**src/rtl/sc_pnode_decoder.sv**
```systemverilog
// sc_pnode_decoder: sequential min-sum successive-cancellation polar decoder for one block of N = 2**N_LOG LLRs
//
// Ports:
//   clk        rising-edge clock
//   rst_n      asynchronous active-low reset
//   llr_in     N sign-magnitude channel LLRs, y_i = llr_in[(i+1)*Q-1 -: Q]
//   frozen_in  bit i set forces u_i = 0
//   in_valid   llr_in/frozen_in valid
//   in_ready   decoder idle, a block can be accepted
//   u_out      decoded message, bit i = u_i
//   x_out      re-encoded codeword, bit i = x_i
//   out_valid  u_out/x_out valid until out_ready
//   out_ready  downstream accepts the result
//   busy       decoding or holding a result
module sc_pnode_decoder #(
    parameter int N_LOG = 2,
    parameter int Q     = 8
) (
    input  logic                        clk,
    input  logic                        rst_n,
    input  logic [(1<<N_LOG)*Q-1:0]     llr_in,
    input  logic [(1<<N_LOG)-1:0]       frozen_in,
    input  logic                        in_valid,
    output logic                        in_ready,
    output logic [(1<<N_LOG)-1:0]       u_out,
    output logic [(1<<N_LOG)-1:0]       x_out,
    output logic                        out_valid,
    input  logic                        out_ready,
    output logic                        busy
);
    localparam int N  = 1 << N_LOG;
    localparam int DW = $clog2(N_LOG + 1);
    localparam int SW = N_LOG + 1;
    localparam logic [SW-1:0] LAST = SW'(2 * N - 3);
    localparam logic [DW-1:0] LEAF = DW'(N_LOG);
    localparam logic [Q:0] MAXV = (Q + 1)'(2 ** (Q - 1) - 1);
    localparam logic [1:0] S_IDLE = 2'd0, S_DECODE = 2'd1, S_DONE = 2'd2;

    logic [1:0]     state;
    // llr[d] holds the LLR vector of the current node at depth d (N>>d entries used)
    logic [Q-1:0]   llr [0:N_LOG][0:N-1];
    // psl[d] holds the partial sums of the finished left child at depth d
    logic [N-1:0]   psl [0:N_LOG];
    logic [N-1:0]   frz, u_r;
    logic [DW-1:0]  d;
    logic [N_LOG-1:0] k;
    logic [SW-1:0]  step;

    logic [Q-1:0]   child [0:N-1];
    logic [N_LOG-1:0] half;
    logic [DW-1:0]  dp, lvl;
    logic [N_LOG-1:0] idx;
    logic [N-1:0]   x_c, low;
    logic           bit_u, climb;
    int             ms;

    function automatic logic [Q-1:0] f_op(input logic [Q-1:0] a, input logic [Q-1:0] b);
        logic [Q-2:0] m;
        m = (a[Q-2:0] < b[Q-2:0]) ? a[Q-2:0] : b[Q-2:0];
        return {(a[Q-1] ^ b[Q-1]) & (m != '0), m};
    endfunction

    function automatic logic [Q-1:0] g_op(input logic [Q-1:0] a, input logic [Q-1:0] b, input logic s);
        logic signed [Q:0] va, vb, r;
        logic [Q:0]   mag;
        logic [Q-2:0] sat;
        va  = $signed({2'b00, a[Q-2:0]});
        va  = (a[Q-1] ^ s) ? -va : va;
        vb  = $signed({2'b00, b[Q-2:0]});
        vb  = b[Q-1] ? -vb : vb;
        r   = vb + va;
        mag = r[Q] ? -r : r;
        sat = (mag > MAXV) ? MAXV[Q-2:0] : mag[Q-2:0];
        return {r[Q], sat};
    endfunction

    assign in_ready  = (state == S_IDLE);
    assign out_valid = (state == S_DONE);
    assign busy      = (state != S_IDLE);

    always_comb begin
        dp   = d - DW'(1);
        half = N_LOG'(N >> d);
        for (int j = 0; j < N; j++) begin
            child[j] = '0;
            if (N_LOG'(j) < half)
                child[j] = k[0] ? g_op(llr[dp][N_LOG'(j)], llr[dp][N_LOG'(j) + half], psl[d][j])
                                : f_op(llr[dp][N_LOG'(j)], llr[dp][N_LOG'(j) + half]);
        end
        bit_u = ~frz[k] & child[0][Q-1];
        // Leaf: fold partial sums upward while the finished node is a right child
        x_c   = N'(bit_u);
        lvl   = d;
        idx   = k;
        climb = 1'b1;
        ms    = 0;
        low   = '0;
        for (int t = 0; t < N_LOG; t++) begin
            if (climb && idx[0]) begin
                ms  = N >> lvl;
                low = (N'(1) << ms) - N'(1);
                x_c = ((psl[lvl] ^ x_c) & low) | (x_c << ms);
                lvl = lvl - DW'(1);
                idx = idx >> 1;
            end else
                climb = 1'b0;
        end
    end

    always_ff @(posedge clk or negedge rst_n) begin
        if (!rst_n) begin
            state <= S_IDLE;
            d     <= '0;
            k     <= '0;
            step  <= '0;
            frz   <= '0;
            u_r   <= '0;
            u_out <= '0;
            x_out <= '0;
            for (int i = 0; i <= N_LOG; i++) begin
                psl[i] <= '0;
                for (int j = 0; j < N; j++)
                    llr[i][j] <= '0;
            end
        end else begin
            case (state)
                S_IDLE: if (in_valid) begin
                    for (int j = 0; j < N; j++)
                        llr[0][j] <= llr_in[j*Q +: Q];
                    frz   <= frozen_in;
                    step  <= '0;
                    d     <= DW'(1);
                    k     <= '0;
                    u_r   <= '0;
                    state <= S_DECODE;
                end
                S_DECODE: begin
                    step <= step + SW'(1);
                    if (d != LEAF) begin
                        for (int j = 0; j < N; j++)
                            llr[d][j] <= child[j];
                        d <= d + DW'(1);
                        k <= k << 1;
                    end else begin
                        u_r[k] <= bit_u;
                        if (step == LAST) begin
                            u_out <= u_r | (N'(bit_u) << k);
                            x_out <= x_c;
                            state <= S_DONE;
                        end else begin
                            // Store the finished left subtree, continue with its right sibling
                            psl[lvl] <= x_c;
                            d        <= lvl;
                            k        <= idx + N_LOG'(1);
                        end
                    end
                end
                S_DONE: if (out_ready) state <= S_IDLE;
                default: state <= S_IDLE;
            endcase
        end
    end
endmodule

```
**config.mk**
```make
export PLATFORM = sky130hd
export DESIGN_NAME = sc_pnode_decoder
export DESIGN_NICKNAME = d
export VERILOG_FILES = /design/src/rtl/sc_pnode_decoder.sv
export SDC_FILE = /design/constraint.sdc
export NUM_CORES = 1
export LEC_CHECK = 0
export ABC_CLOCK_PERIOD_IN_PS = 7900
export CORE_MARGIN = 1
export CORE_UTILIZATION = 25
export CTS_CLUSTER_DIAMETER = 150
export CTS_CLUSTER_SIZE = 12
export DETAILED_ROUTE_END_ITERATION = 12
export RECOVER_POWER = 100
export SLEW_MARGIN = 10
export SYNTH_ARGS = -nofsm -noshare
export SYNTH_HDL_FRONTEND = slang
export SYNTH_SLANG_ARGS = --single-unit
```
**constraint.sdc**
```tcl
create_clock -name clk -period 7.9 [get_ports clk]
set_clock_uncertainty 0.15 [all_clocks]
set_input_delay 1.185 -clock clk [delete_from_list [all_inputs] [get_ports clk]]
set_output_delay 1.185 -clock clk [all_outputs]
set_load 0.01 [all_outputs]
```
==> summary.md <==
| Metric | Value |
|---|---|
| CTS tree | `done` |
| Syn nets | `1153` |
| FP Rows | `70` |
| DR WL/cell | `18.16 um` |
| Tot GR Track Use | `15.47%` |
| Max-Slew Margin vs Limit | `-188.3%` |
| Final wirelength | `29.06 mm` |
| Worst-Skew Late Latency | `0.44 ns` |
| Slowest stage cell on the critical path | `ha_2` |
| Outcome | `finished with violations` |
| Mapped Cells | `1064` |
| CTS Sinks | `131` |
| Core area | `36960 um2` |
| Share of the synthesized area in the top cell type | `34.60%` |
| Slew @ Worst Pin | `4.324 ns` |
| Commonest non-fill, non-tap cell in the layout | `dfrtp_1` |
| CTS H-tree depth | `4` |
| Final Critical Period | `7.389 ns` |
| Critical Path Source Type | `flip-flop` |
| Buf+Inv Stages, Crit Path | `2` |
| Layout fillers | `3946` |
| Initial Utilization | `25.63%` |
| WP data required | `8.07 ns` |
| First-pass GRT wire length | `46.12 mm` |
| Commonest non-fill, non-tap cells in the layout | `dfrtp_1, nand2_1, nor2_1` |
| Hpwl dp | `21.16 mm` |
| Worst path cell trace | `inv_1, ha_2, nor2b_2, buf_4, a2bb2oi_1, o211ai_1, o21ai_0, a21oi_1, fa_1, a21o_1, a21oi_1, o21bai_1, a2111oi_0, o21ai_0, a21o_1, a2111oi_0, a31oi_1, o22a_1, a221o_1` |
| Area leader, netlist | `dfrtp_1` |
| Max_cap viols | `3` |
| Period utilization | `93.53%` |
| Synthesis-stage register bit count | `131` |
| Crit-path max FO | `26` |
| TritonCTS buffer count | `17` |
| Synth warnings | `0` |
| Top delay family on crit path | `compound AO/OA/AOI/OAI gates` |
| Share of layout cells above drive strength 1 | `10.31%` |
| Pre-CTS setup slack | `0.7409 ns` |
| # setup viols final | `0` |
| Design area | `10980 um2` |
| Post-synth EDFFs | `0` |
| Post-layout net count | `1172` |
| Die W | `196.7 um` |
| Post-synthesis async set-or-reset flop share | `100.0%` |
| Mapped Avg Cell Area | `8.904 um2` |
| Area grow syn2layout | `15.85%` |
| Area of the die | `38680 um2` |
| Setup_tns | `0 ns` |
| Setup bufs post-CTS | `0` |
| Port bufs | `50` |
| I/O pin count | `51` |
| Commonest register cell after synthesis | `dfrtp_1` |
| Final core utilization | `29.70%` |
| Placed Area | `10420 um2` |
| Clock slew seen by the registers of the worst setup and hold paths | `0.07 ns` |
| Crit end category | `flip-flop` |
| Resized cells post-CTS | `0` |
| Via count | `8117` |
| Post-cts hold buffer count | `0` |
| Critical path class | `reg2reg` |
| Final Max Slew Viols | `165` |
| GP Congestion | `0.9081` |
| Diodes inserted | `0` |
| Vias in the first global route | `8185` |
| Buffer depth of the longest clock path | `2` |
| Post-synthesis cell type count | `86` |
| Largest net degree at the start of global routing | `78` |
| Die span in y | `196.7 um` |
| Sequential area share after synthesis | `34.60%` |
| Failing checks | `capacitance limit, slew limit` |
| DRT iter0 DRCs | `697` |
| GRT overflow | `0` |
| DRT antenna net count | `0` |
| Vias/cell | `5.073` |
| CP max stage delay | `0.74 ns` |
| Unrepaired setup endpoints after global routing | `false` |
| Min-delay worst type | `reg2reg` |
| Final Hold Vio Count | `0` |
| Worst EP arrival | `7.56 ns` |
| Synth top area cells | `dfrtp_1, ha_1, nand2_1` |
| DRT Pass-1 Iters | `8` |
| Clk root buf | `clkbuf_16` |
| Initial antenna violation count | `0` |
| Final worst slack | `0.5111 ns` |
| Max Fclk | `135.3 MHz` |
| Mapped cell area | `9474 um2` |
| DR DRC count | `0` |
per-layer routing:
metal	up-vias	wire length [um]	global-route usage [%]
li1	3899	-	-
met1	3947	13560	21.16
met2	224	13080	23.73
met3	47	1748	3.593
met4	0	672	5.570
met5	-	0	0
stage by stage:
stage          instances  hold WS [ns]
4_1_cts             1600        0.2317
3_3_place_gp        1568        0.2157
3_5_place_dp        1568        0.2172
6_report            1600        0.2321
2_1_floorplan       1064        0.2790
5_1_grt             1600        0.2363
area by class of cell:
type                       instances  area (um2)  share of cell area (%)
clock buffer                      17       425.4                   3.876
timing repair buffer              66       596.8                   5.438
tap                              504       630.6                   5.746
sequential                       131        3279                   29.88
clock inverter                    15       193.9                   1.767
inverter                          44       165.2                   1.505
multi-input combinational        823        5684                   51.79
state kept, by name, summed over array words and instances (netlist names):
signal,count
state,2
llr,94
x_out,4
u_r,4
u_out,4
frz,4
psl,12
k,2
step,3
d,2
synth_stat cells (4+ instances only):
master / count
o221ai_1: 6
nand3_1: 7
nand4_1: 5
buf_4: 8
a31oi_1: 24
nand2_1: 120
ha_1: 47
nor3_1: 8
o21ai_1: 4
a31o_2: 7
mux2i_1: 30
o21ai_0: 65
buf_2: 5
o211a_1: 4
mux2_2: 27
o31ai_1: 26
a211oi_1: 9
nand3b_1: 7
xor2_1: 16
inv_1: 39
a21oi_1: 73
a22oi_2: 6
mux4_2: 8
and3_1: 20
xnor2_1: 37
o21a_1: 9
and2_1: 30
a22oi_1: 9
nor2_1: 100
a221oi_1: 16
clkbuf_1: 45
nor2b_1: 12
buf_1: 5
a21o_1: 10
a221o_1: 6
dfrtp_1: 131
worst reg2reg max path, stage by stage (launching register included):
cell and delay [ns]:
dfrtp_1 0.63, inv_1 0.16, ha_2 0.74, nor2b_2 0.30, buf_4 0.27, a2bb2oi_1 0.46
o211ai_1 0.13, o21ai_0 0.55, a21oi_1 0.33, fa_1 0.53, a21o_1 0.18, a21oi_1 0.22
o21bai_1 0.11, a2111oi_0 0.52, o21ai_0 0.24, a21o_1 0.35, a2111oi_0 0.48, a31oi_1 0.24
o22a_1 0.34, a221o_1 0.32
path summary, 6_finish.rpt:
check / to / slack [ns] / cells after the start / startpoint
min: llr[4] / 0.23 / 0 / llr[4]
min reg2reg: llr[4] / 0.23 / 0 / llr[4]
max: llr[81] / 0.51 / 19 / d[1]
max reg2reg: llr[81] / 0.51 / 19 / d[1]
max in group asynchronous: d[0] / 2.27 / 2 / rst_n
min in group asynchronous: x_out[2] / 2.12 / 1 / rst_n
cells by family (layout without fill, tap and decap cells):
kind of cell | count (synthesis) | in the layout | share of synthesized area, %
multiplexers | 68 | 68 | 8.663
buffers and inverters | 110 | 142 | 5.203
AO/OA/AOI/OAI | 323 | 323 | 23.67
XOR/XNOR | 55 | 55 | 5.243
AND/OR/NAND/NOR | 328 | 328 | 15.99
adder cells (fa/ha/maj) | 49 | 49 | 6.630
flip-flops | 131 | 131 | 34.60
Power is left out: the tool's default activity adds up to more than one toggle a clock period on the data nets, which glitch-free logic cannot reach.
